===== src/rtl/synth_pkg.sv =====
// Shared synth definitions: note decode, Pythagorean frequency table and envelope states.
package synth_pkg;

  localparam int          NOTE_COUNT = 32;
  localparam int          NOTE_W     = $clog2(NOTE_COUNT);
  localparam int unsigned BASE_FREQ  = 32'd55 << 5;

  typedef enum logic [1:0] {
    ENV_IDLE    = 2'd0,
    ENV_ATTACK  = 2'd1,
    ENV_SUSTAIN = 2'd2,
    ENV_RELEASE = 2'd3
  } env_state_t;

  typedef logic [NOTE_COUNT-1:0][15:0] freq_table_t;

  // Home row A..; is notes 0-9, top row Q..] is 10-21, bottom row Z../ is 22-31.
  function automatic int note_decode(input logic [8:0] code);
    case (code)
      9'h01C: return 0;   9'h01B: return 1;   9'h023: return 2;   9'h02B: return 3;
      9'h034: return 4;   9'h033: return 5;   9'h03B: return 6;   9'h042: return 7;
      9'h04B: return 8;   9'h04C: return 9;   9'h015: return 10;  9'h01D: return 11;
      9'h024: return 12;  9'h02D: return 13;  9'h02C: return 14;  9'h035: return 15;
      9'h03C: return 16;  9'h043: return 17;  9'h044: return 18;  9'h04D: return 19;
      9'h054: return 20;  9'h05B: return 21;  9'h01A: return 22;  9'h022: return 23;
      9'h021: return 24;  9'h02A: return 25;  9'h032: return 26;  9'h031: return 27;
      9'h03A: return 28;  9'h041: return 29;  9'h049: return 30;  9'h04A: return 31;
      default: return -1;
    endcase
  endfunction

  function automatic freq_table_t build_freq_table();
    freq_table_t t;
    int unsigned num;
    int unsigned den;
    for (int n = 0; n < NOTE_COUNT; n++) begin
      case (n % 12)
        0:  begin num = 32'd1;   den = 32'd1;   end
        1:  begin num = 32'd256; den = 32'd243; end
        2:  begin num = 32'd9;   den = 32'd8;   end
        3:  begin num = 32'd32;  den = 32'd27;  end
        4:  begin num = 32'd81;  den = 32'd64;  end
        5:  begin num = 32'd4;   den = 32'd3;   end
        6:  begin num = 32'd729; den = 32'd512; end
        7:  begin num = 32'd3;   den = 32'd2;   end
        8:  begin num = 32'd128; den = 32'd81;  end
        9:  begin num = 32'd27;  den = 32'd16;  end
        10: begin num = 32'd16;  den = 32'd9;   end
        11: begin num = 32'd243; den = 32'd128; end
        default: begin num = 32'd1; den = 32'd1; end
      endcase
      t[n] = 16'(((BASE_FREQ * num) << (n / 12)) / den);
    end
    return t;
  endfunction

  localparam freq_table_t FREQ_TABLE = build_freq_table();

endpackage


===== src/rtl/voice_env.sv =====
// One voice: envelope state, linear volume ramp and saturating age counter.
module voice_env
  import synth_pkg::*;
#(
  parameter int VOL_W        = 32,
  parameter int VOL_MAX      = 1 << 20,
  parameter int ATTACK_STEP  = 1 << 14,
  parameter int RELEASE_STEP = 1 << 12,
  parameter int AGE_W        = 16
) (
  input  logic             clk,
  input  logic             reset_n,
  input  logic             load_i,
  input  logic             retrig_i,
  input  logic             release_i,
  input  logic             tick_i,
  output logic [VOL_W-1:0] vol_o,
  output logic             busy_o,
  output logic [AGE_W-1:0] age_o
);

  localparam logic [VOL_W-1:0] VMAX_C = VOL_W'(VOL_MAX);
  localparam logic [VOL_W-1:0] ATK_C  = VOL_W'(ATTACK_STEP);
  localparam logic [VOL_W-1:0] REL_C  = VOL_W'(RELEASE_STEP);

  env_state_t       state_q, state_d;
  logic [VOL_W-1:0] vol_q, vol_d;
  logic [AGE_W-1:0] age_q, age_d;
  logic             busy_q;

  // An event addressed to this voice takes precedence over a coincident tick.
  always_comb begin
    state_d = state_q;
    vol_d   = vol_q;
    age_d   = age_q;
    if (load_i) begin
      state_d = ENV_ATTACK;
      vol_d   = '0;
      age_d   = '0;
    end else if (retrig_i) begin
      state_d = ENV_ATTACK;
      age_d   = '0;
    end else if (release_i) begin
      if (state_q != ENV_IDLE) state_d = ENV_RELEASE;
      else                     state_d = state_q;
    end else if (tick_i && (state_q != ENV_IDLE)) begin
      if (age_q != '1) age_d = age_q + AGE_W'(1);
      else             age_d = age_q;
      case (state_q)
        ENV_ATTACK: begin
          if (vol_q >= VMAX_C - ATK_C) begin
            vol_d   = VMAX_C;
            state_d = ENV_SUSTAIN;
          end else begin
            vol_d = vol_q + ATK_C;
          end
        end
        ENV_RELEASE: begin
          if (vol_q <= REL_C) begin
            vol_d   = '0;
            state_d = ENV_IDLE;
          end else begin
            vol_d = vol_q - REL_C;
          end
        end
        default: vol_d = vol_q;
      endcase
    end else begin
      state_d = state_q;
    end
  end

  always_ff @(posedge clk or negedge reset_n) begin
    if (!reset_n) begin
      state_q <= ENV_IDLE;
      vol_q   <= '0;
      age_q   <= '0;
      busy_q  <= 1'b0;
    end else begin
      state_q <= state_d;
      vol_q   <= vol_d;
      age_q   <= age_d;
      busy_q  <= (state_d != ENV_IDLE);
    end
  end

  assign vol_o  = vol_q;
  assign busy_o = busy_q;
  assign age_o  = age_q;

endmodule


===== src/rtl/voice_allocator.sv =====
// Polyphonic voice allocator: PS/2 event detect, note decode, retrigger/idle/steal
// selection and a bank of per-voice envelope generators.
module voice_allocator
  import synth_pkg::*;
#(
  parameter int NUM_VOICES   = 8,
  parameter int FREQ_W       = 16,
  parameter int VOL_W        = 32,
  parameter int VOL_MAX      = 1 << 20,
  parameter int ATTACK_STEP  = 1 << 14,
  parameter int RELEASE_STEP = 1 << 12,
  parameter int ENV_DIV      = 256,
  parameter int AGE_W        = 16
) (
  input  logic                              clk,
  input  logic                              reset_n,
  input  logic [10:0]                       ps2_key,
  output logic [NUM_VOICES-1:0][FREQ_W-1:0] frequencies,
  output logic [NUM_VOICES-1:0][VOL_W-1:0]  voice_volumes,
  output logic [NUM_VOICES-1:0]             voice_busy,
  output logic                              steal_pulse
);

  localparam int DIV_W  = (ENV_DIV > 1) ? $clog2(ENV_DIV) : 1;
  localparam int VIDX_W = $clog2(NUM_VOICES);

  logic [10:0]                       key_q;
  logic                              tog_q;
  logic [DIV_W-1:0]                  div_q, div_d;
  logic [NUM_VOICES-1:0][FREQ_W-1:0] freq_q, freq_d;
  logic [NUM_VOICES-1:0][NOTE_W-1:0] tag_q, tag_d;
  logic                              steal_q, steal_d;

  logic                              tick_s, event_s, press_s, release_s;
  int                                note_int_s;
  logic [NOTE_W-1:0]                 note_s;
  logic [NUM_VOICES-1:0]             busy_s, match_s, load_s, retrig_s, rel_s;
  logic [NUM_VOICES-1:0][AGE_W-1:0]  age_s;
  logic                              idle_found_s;
  logic [VIDX_W-1:0]                 idle_idx_s, old_idx_s;
  logic [AGE_W-1:0]                  old_age_s;

  // The toggle is registered first, so events act one edge after sampling.
  assign event_s    = key_q[10] ^ tog_q;
  assign note_int_s = note_decode(key_q[8:0]);
  assign note_s     = note_int_s[NOTE_W-1:0];
  assign press_s    = event_s && (note_int_s >= 0) && key_q[9];
  assign release_s  = event_s && (note_int_s >= 0) && !key_q[9];

  assign tick_s = (div_q == DIV_W'(ENV_DIV - 1));
  assign div_d  = tick_s ? '0 : div_q + DIV_W'(1);

  // Strict '>' keeps the lowest index on an age tie.
  always_comb begin
    match_s      = '0;
    load_s       = '0;
    retrig_s     = '0;
    rel_s        = '0;
    steal_d      = 1'b0;
    idle_found_s = 1'b0;
    idle_idx_s   = '0;
    old_idx_s    = '0;
    old_age_s    = '0;
    for (int i = 0; i < NUM_VOICES; i++) begin
      match_s[i] = busy_s[i] && (tag_q[i] == note_s);
      if (!busy_s[i] && !idle_found_s) begin
        idle_found_s = 1'b1;
        idle_idx_s   = VIDX_W'(i);
      end
      if (age_s[i] > old_age_s) begin
        old_age_s = age_s[i];
        old_idx_s = VIDX_W'(i);
      end
    end
    if (press_s) begin
      if (|match_s) begin
        retrig_s = match_s;
      end else if (idle_found_s) begin
        load_s[idle_idx_s] = 1'b1;
      end else begin
        load_s[old_idx_s] = 1'b1;
        steal_d           = 1'b1;
      end
    end else if (release_s) begin
      rel_s = match_s;
    end else begin
      steal_d = 1'b0;
    end
  end

  always_comb begin
    freq_d = freq_q;
    tag_d  = tag_q;
    for (int i = 0; i < NUM_VOICES; i++) begin
      if (load_s[i] || retrig_s[i]) begin
        freq_d[i] = FREQ_W'(FREQ_TABLE[note_s]);
        tag_d[i]  = note_s;
      end else begin
        freq_d[i] = freq_q[i];
      end
    end
  end

  always_ff @(posedge clk or negedge reset_n) begin
    if (!reset_n) begin
      key_q   <= '0;
      tog_q   <= 1'b0;
      div_q   <= '0;
      freq_q  <= '0;
      tag_q   <= '0;
      steal_q <= 1'b0;
    end else begin
      key_q   <= ps2_key;
      tog_q   <= key_q[10];
      div_q   <= div_d;
      freq_q  <= freq_d;
      tag_q   <= tag_d;
      steal_q <= steal_d;
    end
  end

  for (genvar g = 0; g < NUM_VOICES; g++) begin : g_voice
    voice_env #(
      .VOL_W       (VOL_W),
      .VOL_MAX     (VOL_MAX),
      .ATTACK_STEP (ATTACK_STEP),
      .RELEASE_STEP(RELEASE_STEP),
      .AGE_W       (AGE_W)
    ) u_env (
      .clk      (clk),
      .reset_n  (reset_n),
      .load_i   (load_s[g]),
      .retrig_i (retrig_s[g]),
      .release_i(rel_s[g]),
      .tick_i   (tick_s),
      .vol_o    (voice_volumes[g]),
      .busy_o   (busy_s[g]),
      .age_o    (age_s[g])
    );
  end

  assign frequencies = freq_q;
  assign voice_busy  = busy_s;
  assign steal_pulse = steal_q;

endmodule


===== config.mk =====
export PLATFORM = sky130hd
export DESIGN_NAME = voice_allocator
export DESIGN_NICKNAME = d
export VERILOG_FILES = /design/src/rtl/synth_pkg.sv /design/src/rtl/voice_env.sv /design/src/rtl/voice_allocator.sv
export SDC_FILE = /design/constraint.sdc
export NUM_CORES = 2
export LEC_CHECK = 0
export CAP_MARGIN = 20
export CORE_ASPECT_RATIO = 1.2
export CORE_MARGIN = 8
export CORE_UTILIZATION = 50
export DETAILED_ROUTE_END_ITERATION = 12
export HOLD_SLACK_MARGIN = 0.06
export PLACE_DENSITY = 0.73
export SYNTH_ARGS = -nofsm -noshare
export SYNTH_HDL_FRONTEND = slang
export SYNTH_HIERARCHICAL = 1
export SYNTH_MEMORY_MAX_BITS = 65536
export SYNTH_SLANG_ARGS = --single-unit

===== constraint.sdc =====
create_clock -name clk -period 41.4 [get_ports clk]
set_clock_uncertainty 0.2 [all_clocks]
set_input_delay 8.28 -clock clk [delete_from_list [all_inputs] [get_ports clk]]
set_output_delay 8.28 -clock clk [all_outputs]
set_load 0.005 [all_outputs]

==> key figures <==
Outcome
  • Status: finished clean

Floorplanning
  • DIE HEIGHT: around 300 um
  • Initial core utilization: ~50%
  • Horiz. Die Dim: between 200 and 300 um
  • Site Rows: about 110
  • I/O Pins: 406
  • Die ar.: just under 80000 um2
  • Core box area: around 69000 um2

Synth
  • Synth unique cells: 118
  • Yosys warns: 6
  • Post-Syn Area: 34700 um2
  • Sequential area share after synthesis: about a third
  • #FFs+latches synth: about 490
  • Syn Area/Cell: ~9.0 um2
  • Number of flops mapped to enable cells by yosys: 0
  • Asr flop ratio synth: 100%
  • Most used DFF post-synth: dfrtp_1
  • Syn Inst Count: just under 4000

Min path
  • Hold Path Origin: key_q[10]$_DFF_PN0_
  • Worst hold path type: reg -> reg
  • Worst Hold Path Cells: 0
  • Hold Path Sink: tog_q$_DFF_PN0_

Clock network
  • H-tree levels: 2
  • CTS Hold Buffers Added: 0
  • CTS root buf: clkbuf_16
  • Setup bufs post-CTS: 0
  • CTS clk-pin slew, worst paths: about 0.06 ns
  • Clk_lat worst skew: between 0.6 and 0.7 ns
  • Post-CTS sizing: 0
  • Clock sink count: a little under 500
  • CTS tree: built
  • Clock tree buffer depth: 3
  • CTS Buf Count: 54

Global route
  • Largest net degree at the start of global routing: 161
  • GRT Util Overall: ~24%
  • Initial antenna violation count: 0
  • GRT Residual Overflow: 0
  • Busiest layer in global routing: met2
  • GR Util met3: ~5.3%
  • First-pass GRT wire length: between 150 and 200 mm
  • GRT met1 Usage: between 20 and 30%
  • Number of global-route vias before repair: approximately 29000
  • Met2 GRT Util: approximately 42%

STA
  • Slew @ Worst Pin: roughly 1.1 ns
  • Final Hold Fails: 0
  • Final worst setup slack: about 23 ns
  • Hold_ws: 0.209 ns
  • Crit path time final: 18.41 ns
  • TNS Setup: 0 ns
  • Slew Viols, Final: 0
  • Fmax: 54.3 MHz
  • Rel. slew slack: 22.6%
  • Fin crit share: 44.5%
  • RSZ-0062 raised after global routing: no
  • Final Setup Violations: 0

Critical path
  • WS Path Type: reg -> reg
  • CP Capture Type: flop
  • Worst R2R Setup Slack: between 20 and 25 ns
  • Worst path slowest cell: a21o_1
  • CP bufs+invs: 8
  • Reg2Reg Depth: 74
  • Worst Path Required: 41.74 ns
  • CP arrival: about 19 ns
  • RR Endpoint: g_voice[0].u_env/vol_o[30]$_DFFE_PN0P_
  • Largest delay share family, worst path: compound AO/OA/AOI/OAI gates
  • CP max stage delay: roughly 0.81 ns
  • Crit path max fanout: 39
  • Most frequent CP cell: a21o_1
  • R2R Path Start: g_voice[0].u_env/age_o[12]$_DFFE_PN0P_
  • CP Launch Type: flop

Cells and area
  • Ant diodes: 0
  • Area Growth Syn to Fin: 14.9%
  • Layout cells sized above 1: 9.81%
  • # nets final: about 4300

Route
  • Final ANT Viol Nets: 0
  • DRC: 0
  • Initial drt markers: 2311
  • Router iterations before antenna repair: 6
  • Total number of vias: around 30000
  • WL/cell: 19.4 um
  • Final WL: between 90 and 100 mm
  • Drt via density: 5.90

Placement
  • Dpl hpwl: ~70 mm
  • Dpl ws: ~23 ns
  • I/O Buffers: 293
  • GP Congestion: roughly 0.95

Power
  • Pwr dens: just under 30 nW/um2
  • PnR Total Power: around 1.2 mW
  • Pleak: between 15 and 20 nW
  • Max IR drop VDD: ~46 uV

Job
  • Max cap viols: 0
-- state kept, by name, indices dropped and copies added (netlist names) --
signal / flops
div_q: 8
frequencies: 112
g_voice.u_env/age_o: 128
g_voice.u_env/busy_o: 8
g_voice.u_env/state_q: 16
g_voice.u_env/vol_o: 160
key_q: 11
steal_pulse: 1
tag_q: 40
tog_q: 1
-- final cells by class --
class / instances / area [um2]
clock inverter: 28 / 445
sequential: 485 / 12100
fill: 6107 / 29400
tap: 918 / 1150
inverter: 189 / 709
timing repair buffer: 329 / 3260
multi-input combinational: 3015 / 20700
clock buffer: 71 / 1520
-- power by group --
part	leakage, nW	switching, mW	internal (mW)
Clock	0.961	0.207	0.326
Combinational	10.1	0.0685	0.0640
Sequential	6.66	0.0245	0.500
-- metrics by stage --
step / util (%) / cells / area (um2)
3_3_place_gp: 54.7 / 4933 / 37900
5_1_grt: 57.6 / 5035 / 39900
4_1_cts: 57.5 / 5032 / 39800
3_5_place_dp: 54.7 / 4933 / 37900
6_report: 57.6 / 5035 / 39900
2_1_floorplan: - / 3957 / 35100
-- metal layers --
metal	share of wire (%)	vias up
met5	0	-
met3	6.3	208
met4	3.7	0
met1	41	14500
met2	49	874
li1	-	14100
-- cells in the mapped netlist (9+ instances only) --
library cell / count / area [um2]
dfrtp_1: 485 / 12100
buf_2: 31 / 155
and4_1: 32 / 280
xnor2_1: 154 / 1350
a31oi_1: 30 / 188
nand3_1: 128 / 641
or2_2: 28 / 175
o211ai_1: 20 / 150
a211oi_1: 51 / 383
mux2i_1: 62 / 621
nand3b_1: 22 / 165
nor2b_1: 30 / 188
and2_1: 33 / 206
clkbuf_1: 87 / 327
nor4_4: 14 / 298
nor2_1: 443 / 1660
nand4_1: 143 / 895
a221o_1: 9 / 90.1
inv_1: 186 / 698
conb_1: 9 / 33.8
a21o_1: 41 / 308
nor4_1: 42 / 263
buf_6: 15 / 169
o31ai_1: 13 / 97.6
buf_1: 12 / 45.0
o21a_1: 22 / 165
nand2_1: 232 / 871
a22oi_1: 21 / 158
xor2_1: 77 / 674
o32a_1: 10 / 100
buf_4: 122 / 916
mux2_2: 156 / 1760
o2111ai_1: 20 / 175
a21oi_1: 188 / 941
nor3_1: 91 / 455
ha_1: 178 / 2230
o21ai_1: 10 / 50.1
or4_1: 38 / 285
mux2_1: 23 / 259
and3_1: 83 / 519
o21ai_0: 150 / 751
nand2b_1: 55 / 344
or3_1: 58 / 363
-- cells in the final DEF, fill, tap and decap left out, types with 83 or more instances in the layout --
cell,count
a21oi_1,188
and3_1,83
clkdlybuf4s50_1,292
conb_1,112
dfrtp_1,485
ha_1,178
inv_1,186
mux2_2,156
nand2_1,232
nand3_1,128
nand4_1,143
nor2_1,442
nor3_1,91
o21ai_0,150
xnor2_1,154
-- cells by family (layout without fill, tap and decap cells) --
| group | after synthesis | in the layout | synth area share [%] |
|---|---|---|---|
| flip-flops | 485 | 485 | 35.0 |
| AO/OA/AOI/OAI | 709 | 709 | 14.1 |
| XOR/XNOR | 231 | 231 | 5.83 |
| AND/OR/NAND/NOR | 1542 | 1542 | 24.2 |
| buffers and inverters | 457 | 617 | 6.71 |
| other | 9 | 112 | 0.0973 |
| multiplexers | 243 | 243 | 7.73 |
| adder cells (fa/ha/maj) | 178 | 178 | 6.42 |
-- how the worst max path moves through the flow --
stage | start | endpoint | cells past startpoint
finish | g_voice[0].u_env/age_o[12]$_DFFE_PN0P_ | g_voice[0].u_env/vol_o[30]$_DFFE_PN0P_ | 74
global route | g_voice[0].u_env/age_o[15]$_DFFE_PN0P_ | g_voice[0].u_env/vol_o[30]$_DFFE_PN0P_ | 76
CTS | g_voice[0].u_env/age_o[15]$_DFFE_PN0P_ | g_voice[0].u_env/vol_o[30]$_DFFE_PN0P_ | 75
detailed placement | g_voice[0].u_env/age_o[15]$_DFFE_PN0P_ | tag_q[21]$_DFFE_PN0P_ | 72
global placement | g_voice[0].u_env/age_o[15]$_DFFE_PN0P_ | frequencies[74]$_DFFE_PN0P_ | 70
floorplan | g_voice[0].u_env/age_o[15]$_DFFE_PN0P_ | g_voice[0].u_env/vol_o[30]$_DFFE_PN0P_ | 77
Power figures use the tool's default switching activity.
